`config.mk`:
```
export PLATFORM = sky130hd
export DESIGN_NAME = label_ram_writer
export DESIGN_NICKNAME = d
export VERILOG_FILES = /design/src/rtl/label_ram_writer.sv
export SDC_FILE = /design/constraint.sdc
export NUM_CORES = 1
export LEC_CHECK = 0
export ABC_AREA = 1
export CAP_MARGIN = 10
export CORE_UTILIZATION = 57
export DETAILED_ROUTE_END_ITERATION = 16
export GPL_ROUTABILITY_DRIVEN = 0
export PLACE_DENSITY_LB_ADDON = 0.12
export SYNTH_ARGS = -nofsm -noshare
export SYNTH_HDL_FRONTEND = slang
export SYNTH_SLANG_ARGS = --single-unit
```
`constraint.sdc`:
```
create_clock -name px_clk -period 2.95 [get_ports px_clk]
set_input_delay 0.59 -clock px_clk [delete_from_list [all_inputs] [get_ports px_clk]]
set_output_delay 0.59 -clock px_clk [all_outputs]
set_load 0.01 [all_outputs]
```
`src/rtl/label_ram_writer.sv`:
```
// Write-side front end for the label character RAM: turns a valid/ready ASCII stream into
// cursor-driven writes inside one label window. Optional macro LABEL_WR_VBLANK_EN gates writes to vblank.
module label_ram_writer #(
  parameter int ADDR_WIDTH = 8,
  parameter int DATA_WIDTH = 8,
  parameter int BASE       = 0,
  parameter int LEN        = 8,
  parameter logic [DATA_WIDTH-1:0] FILL = DATA_WIDTH'(8'h20)
) (
  input  logic                  px_clk,
  input  logic                  rst,
  input  logic [DATA_WIDTH-1:0] char_in,
  input  logic                  char_valid,
  output logic                  char_ready,
  input  logic                  clear_req,
  input  logic                  vblank,
  output logic [ADDR_WIDTH-1:0] ram_addr,
  output logic [DATA_WIDTH-1:0] ram_din,
  output logic                  ram_we,
  output logic [ADDR_WIDTH-1:0] cursor,
  output logic                  busy
);

  localparam int CW = $clog2(LEN + 1);
  localparam logic [ADDR_WIDTH-1:0] BaseA = ADDR_WIDTH'(BASE);
  localparam logic [ADDR_WIDTH-1:0] LastA = ADDR_WIDTH'(BASE + LEN - 1);
  localparam logic [ADDR_WIDTH-1:0] OneA  = ADDR_WIDTH'(1);
  localparam logic [CW-1:0]         LenC  = CW'(LEN);
  localparam logic [CW-1:0]         OneC  = CW'(1);
  localparam logic [DATA_WIDTH-1:0] ChCr  = DATA_WIDTH'(8'h0D);
  localparam logic [DATA_WIDTH-1:0] ChBs  = DATA_WIDTH'(8'h08);

  typedef enum logic {IDLE, CLEAR} state_t;

  state_t                  state, stateNext;
  logic [ADDR_WIDTH-1:0]   cursorNext, clrPtr, sweepPtr, sweepPtrNext, addrNext;
  logic [CW-1:0]           clrLeft, sweepLeft, sweepLeftNext;
  logic [DATA_WIDTH-1:0]   dinNext;
  logic                    weNext, go, sweep, accept;

`ifdef LABEL_WR_VBLANK_EN
  assign go = vblank;
`else
  logic unusedVblank;
  assign unusedVblank = vblank;
  assign go = 1'b1;
`endif

  assign char_ready = (state == IDLE) && !clear_req && go;
  assign accept     = char_valid && char_ready;
  assign busy       = (state == CLEAR);

  // The request cycle already issues the first sweep write, so busy spans exactly the write cycles.
  assign sweepPtr  = (state == IDLE) ? BaseA : clrPtr;
  assign sweepLeft = (state == IDLE) ? LenC  : clrLeft;

  always_comb begin
    stateNext     = state;
    cursorNext    = cursor;
    sweepPtrNext  = clrPtr;
    sweepLeftNext = clrLeft;
    weNext        = 1'b0;
    addrNext      = '0;
    dinNext       = '0;
    sweep         = 1'b0;
    unique case (state)
      IDLE: begin
        if (clear_req) begin
          stateNext = CLEAR;
          sweep     = 1'b1;
        end else if (accept) begin
          if (char_in == ChCr) begin
            cursorNext = BaseA;
          end else if (char_in == ChBs) begin
            if (cursor != BaseA) begin
              cursorNext = cursor - OneA;
              weNext     = 1'b1;
              addrNext   = cursor - OneA;
              dinNext    = FILL;
            end
          end else begin
            weNext     = 1'b1;
            addrNext   = cursor;
            dinNext    = char_in;
            cursorNext = (cursor == LastA) ? BaseA : cursor + OneA;
          end
        end
      end
      CLEAR: sweep = 1'b1;
      default: stateNext = IDLE;
    endcase

    if (sweep) begin
      if (sweepLeft == '0) begin
        stateNext  = IDLE;
        cursorNext = BaseA;
      end else if (go) begin
        weNext        = 1'b1;
        addrNext      = sweepPtr;
        dinNext       = FILL;
        sweepPtrNext  = sweepPtr + OneA;
        sweepLeftNext = sweepLeft - OneC;
      end else begin
        sweepPtrNext  = sweepPtr;
        sweepLeftNext = sweepLeft;
      end
    end
  end

  always_ff @(posedge px_clk or posedge rst) begin
    if (rst) begin
      state    <= IDLE;
      cursor   <= BaseA;
      clrPtr   <= BaseA;
      clrLeft  <= '0;
      ram_we   <= 1'b0;
      ram_addr <= '0;
      ram_din  <= '0;
    end else begin
      state    <= stateNext;
      cursor   <= cursorNext;
      clrPtr   <= sweepPtrNext;
      clrLeft  <= sweepLeftNext;
      ram_we   <= weNext;
      ram_addr <= addrNext;
      ram_din  <= dinNext;
    end
  end

endmodule

```
# ---- Word level (Yosys, flattened, before mapping)
# Index checks and enable logic that the tools add are counted.
# W data, S select, Z words.
dict set report word_totals {
  reg_bits 38
  in_bits 13
}
dict set report classes {
  addsub 4
  n_eq_ne 3
  n_mux 40
  bitwise_logic 2
  reduce_logical 6
}
# op n
set ops {}
lappend ops {{$mux W8} 25}
lappend ops {{$add A8 B1 Y8 const B} 2}
lappend ops {{$eq A8 B4 Y1 const B} 2}
lappend ops {{$mux W1} 12}
lappend ops {{$eq A8 B3 Y1 const B} 1}
lappend ops {{$reduce_bool A8 Y1} 1}
lappend ops {{$sub A8 B1 Y8 const B} 1}
lappend ops {{$mux W6} 1}
lappend ops {{$logic_not A4 Y1} 1}
lappend ops {{$mux W4} 1}
lappend ops {{$sub A4 B1 Y4 const B} 1}
lappend ops {{$logic_and A1 B1 Y1} 2}
lappend ops {{$not A1 Y1} 2}
lappend ops {{$pmux W1 S2} 1}
lappend ops {{$reduce_and A2 Y1} 1}
lappend ops {{$logic_not A1 Y1} 1}

# ---- Longest topological paths before layout
dict set report logic_depth {
  word_depth 9
  depth_mapped 10
}

# ---- Worst setup path after synthesis
# No wires, ideal clock.
dict set report synth_path {
  path_type {register -> register}
  startpoint {register state (netlist: busy)}
  endpoint {register clrPtr[7]}
  setup_time_ps 121
  arrival_time_ps 1521
  required_ps 2829
  slack_ps 1308
  path_stages_with_launch 10
  path_buffers 2
  synth_period_minus_slack_ps 1642
  path_cell_list {dfrtp_1 -> buf_6 -> nand2_1 -> ha_1 -> nand2_2 -> nor2_4 -> nor2_2 -> buf_6 -> nand2_1 -> xor2_1}
}
dict set report synth_via {
  elab_chain_cells 4
}
# item line_no
set synth_rtl {}
lappend synth_rtl {{start: declaration} 35} ;# state_t state, stateNext;
lappend synth_rtl {{start signal: assignment} 120} ;# state <= stateNext;
lappend synth_rtl {{parallel branches: the longest is 4 deep, another holds $add A8 B1 Y8} --}
lappend synth_rtl {{end signal: assignment} 114} ;# clrPtr <= BaseA;
lappend synth_rtl {{end signal: assignment} 122} ;# clrPtr <= sweepPtrNext;
lappend synth_rtl {{end: declaration} 36} ;# logic [ADDR_WIDTH-1:0] cursorNext, clrPtr, sweepPtr, sweepPtrNext, addrNext;
# Parallel ways; which one is timed is not known.
# A chain may end at the register's enable or synchronous reset.

# ---- Worst setup path after layout
dict set report layout_path {
  startpoint {register state (netlist: busy)}
  endpoint {register ram_addr[2]}
}
dict set report layout_via {
  elab_chain_cells 8
}
# item line_no
set layout_rtl {}
lappend layout_rtl {{$not A1 Y1} --}
lappend layout_rtl {{$logic_and A1 B1 Y1} 49} ;# assign char_ready = (state == IDLE) && !clear_req && go;
lappend layout_rtl {{$logic_and A1 B1 Y1} 50} ;# assign accept = char_valid && char_ready;
lappend layout_rtl {{$mux W8} 71} ;# end else if (accept) begin
lappend layout_rtl {{$mux W8} 68} ;# if (clear_req) begin
lappend layout_rtl {{$mux W8} 66} ;# unique case (state)
lappend layout_rtl {{$mux W8} 94} ;# if (sweepLeft == '0) begin
lappend layout_rtl {{$mux W8 (*)} 93} ;# if (sweep) begin
lappend layout_rtl {{named net addrNext[2]} 36}
lappend layout_rtl {{end signal: assignment} 125} ;# ram_addr <= addrNext;
lappend layout_rtl {{end: declaration} 17} ;# output logic [ADDR_WIDTH-1:0] ram_addr,
# Mark *: on every way through the listed nets, which the timed path passes. The rest lies on a longest branch.

==> flow_metrics.py <==
metrics = {
    "synthesis": {
        "seq_area_frac_synth": 0.417,
        "ys.warnings.count": 0,
        "netlist_area_sq_mm": 0.00228,
        "synth_fp_nets": 310,
        "syn_avg_cell_area_sq_um": 7.84,
        "synth_cell_type_count": 29,
        "synthCells": 291,
        "ys_seq_elements": 38,
    },
    "pwr": {
        "comb_power_share": 0.512,
        "power.share.clock": 0.140,
        "sequentialPowerShare": 0.349,
        "total_power_mw": 2.40,
        "powerDensity_mw_per_mm2": 877,
        "p_leak_nw": 1.25,
        "irDropWorstVdd_mv": 0.635,
        "p_sw_frac": 0.442,
        "power.switching_mw": 1.06,
        "p_int_mw": 1.34,
    },
    "layout": {
        "fillers": 333,
        "multiInputGateArea_sq_mm": 0.00115,
        "area_growth_syn_to_layout_pct": 19.8,
        "register_area_sq_um": 951,
        "antenna_cells": 0,
        "num-nets-final": 348,
        "fin_cells": 377,
        "drive_gt1_frac": 0.128,
    },
    "sta": {
        "rsz0062_at_grt": "false",
        "finClkSkew_ns": 0.00796,
        "fin_crit_sh": 0.797,
        "setup_slack_ns": 0.598,
        "fin_crit_ns": 2.35,
        "fmax_mhz": 425,
        "relSlewSlack": 0.620,
        "worst_pin_slew_ns": 0.569,
        "final-hold-violation-count": 0,
        "setup-violations-final": 0,
        "maxSlewViolCount": 0,
        "final.setup.tns_ns": 0,
    },
    "clock_network": {
        "cts_buffer_depth": 2,
        "post_cts_buffers": 0,
        "numCtsBuffers": 5,
        "clk_latency_ns": 0.29,
        "cts_tree": "yes",
        "clk_pin_slew_worst_paths_ns": 0.07,
        "root_buffer": "clkbuf_8",
        "post_cts_resized": 0,
        "hold_buffers": 0,
        "cts_max_level": 2,
        "clock-sinks": 38,
    },
    "placed_design": {
        "dp_slack_ns": 0.607,
        "post-dp-hpwl_microns": 3560,
        "portBuffers": 38,
        "placedCellCount": 370,
    },
    "drt": {
        "drc_errors": 0,
        "num_vias": 2011,
        "avgViaCountPerCell": 5.33,
        "wl_per_cell_microns": 13.3,
        "initialDrtViolationCount": 128,
        "drt.antenna.violating_nets": 0,
        "drt_pre_antenna_iters": 4,
        "routed_wl_microns": 5000,
    },
    "global_routing": {
        "overflow": 0,
        "grt_pass1_vias": 1911,
        "grt_pass1_wl_microns": 8210,
        "track_usage": 0.254,
        "antenna_found_initial": 0,
        "grt_max_degree": 39,
    },
    "floorplan": {
        "die_w_microns": 65.3,
        "dieArea_sq_mm": 0.00426,
        "start_util": 0.610,
        "core_area_sq_mm": 0.00374,
        "io_pins": 40,
        "fp.dieH_microns": 65.3,
        "rows": 22,
    },
    "setup_path": {
        "required_ns": 3.10,
        "path_max_fanout": 17,
        "worst_setup_path_start_kind": "register",
        "cp.arrival_ns": 2.50,
        "cp_cell_sequence": "nand2_1 > ha_1 > nand2_2 > nor2_4 > nor2_2 > inv_2 > o21ai_0 > o22ai_1",
        "crit_slowest_cell": "dfrtp_1",
        "slowest_delay_ns": 0.70,
        "path_class": "register to register",
        "critPathCaptureType": "register",
    },
    "flow_run": {
        "max_cap_violations": 0,
    },
    "hold_path": {
        "min_path_type": "register to register",
    },
    "status": {
        "status": "finished clean",
    },
}
[through the flow]
stage	util	hold WS, ns	cell area [sq um]
after floorplan	-	0.440	2280
after global placement	0.710	0.453	2660
after detailed placement	0.710	0.461	2660
after CTS	0.731	0.470	2740
after global routing	0.731	0.486	2740
final	0.731	0.471	2740
[cell usage in the layout (no fill, tap or decap), drive strengths merged]
cell           netlist  routed
or2                  1       1
clkinv               0       2
xnor2                4       4
o211ai               1       1
o21ai               17      17
nand4                4       4
inv                 25      25
nor2                49      49
o22ai                5       5
a21oi               12      12
dfrtp               38      38
nand3               20      20
a31oi                1       1
nor3                 1       1
ha                   6       6
nand2               92      92
clkbuf               1       5
clkdlybuf4s50        0      38
xor2                 4       4
buf                  9       3
o21bai               1       1
[synth_stat cells]
library cell | count | area share
inv_2 | 5 | 0.0082
nor2_4 | 4 | 0.020
a21oi_1 | 7 | 0.015
nand2_1 | 85 | 0.14
nor2_8 | 2 | 0.018
a21oi_2 | 5 | 0.019
nor2_2 | 2 | 0.0055
or2_2 | 1 | 0.0027
buf_2 | 2 | 0.0044
nor3_2 | 1 | 0.0044
xor2_1 | 4 | 0.015
xnor2_1 | 4 | 0.015
o22ai_1 | 5 | 0.014
clkbuf_1 | 1 | 0.0016
nand3_2 | 4 | 0.018
a31oi_1 | 1 | 0.0027
ha_1 | 6 | 0.033
o211ai_1 | 1 | 0.0033
dfrtp_1 | 38 | 0.42
o21ai_1 | 5 | 0.011
inv_1 | 20 | 0.033
o21ai_0 | 12 | 0.026
nor2_1 | 41 | 0.067
nand3_1 | 16 | 0.035
buf_6 | 6 | 0.030
nand2_2 | 7 | 0.019
nand4_1 | 4 | 0.011
buf_4 | 1 | 0.0033
o21bai_4 | 1 | 0.0082
[final timing paths]
| path | slack (ns) | depth (start not counted) | end | from |
|---|---|---|---|---|
| min in group asynchronous | 0.71 | 3 | cursor[6] | rst |
| max reg2reg | 0.60 | 8 | ram_addr[2] | busy |
| min reg2reg | 0.47 | 1 | clrLeft[0] | clrLeft[0] |
| max in group asynchronous | 1.90 | 3 | clrPtr[2] | rst |
| max | 0.60 | 8 | ram_addr[2] | busy |
| min | 0.47 | 1 | clrLeft[0] | clrLeft[0] |
[kinds of logic after synthesis]
kind of cell,count (synthesis),share of synthesized area
AND/OR/NAND/NOR,167,0.340
adder cells (fa/ha/maj),6,0.0329
buffers and inverters,35,0.0800
flip-flops,38,0.417
AO/OA/AOI/OAI,37,0.0998
XOR/XNOR,8,0.0307
[area by class of cell]
class                      count  area share
clock buffer                   5      0.0252
sequential                    38       0.348
multi-input combinational    218       0.420
tap                           48      0.0220
timing repair buffer          41       0.147
clock inverter                 2     0.00366
inverter                      25      0.0343
[state kept, by name (all words and copies together), names as in the netlist]
name,flops
busy,1
clrLeft,4
clrPtr,8
cursor,8
ram_addr,8
ram_din,8
ram_we,1
[power by group through the flow]
stage	Combinational (mW)	Sequential, mW	Clock (mW)
after global routing	1.38	0.857	0.364
after CTS	1.23	0.834	0.343
after detailed placement	1.22	0.843	0
after floorplan	0.929	0.813	0
after global placement	1.18	0.836	0
final	1.23	0.836	0.335
[critical path, delay by kind of cell (launching register included)]
family | cells | cell delay, ns
flip-flops | 1 | 0.70
AO/OA/AOI/OAI | 2 | 0.24
adder cells (fa/ha/maj) | 1 | 0.25
AND/OR/NAND/NOR | 4 | 0.78
buffers and inverters | 1 | 0.23
[metal layers]
metal  GRT usage  wire length [microns]  vias up  part of all wire
met4      0.0924                     53        0             0.011
met3      0.0417                    320        7             0.064
met5           0                      0        -                 0
li1            -                      -      997                 -
met1       0.313                   2230      945              0.45
met2       0.445                   2400       62              0.48
Note: power is estimated with default switching activity, not from simulation.
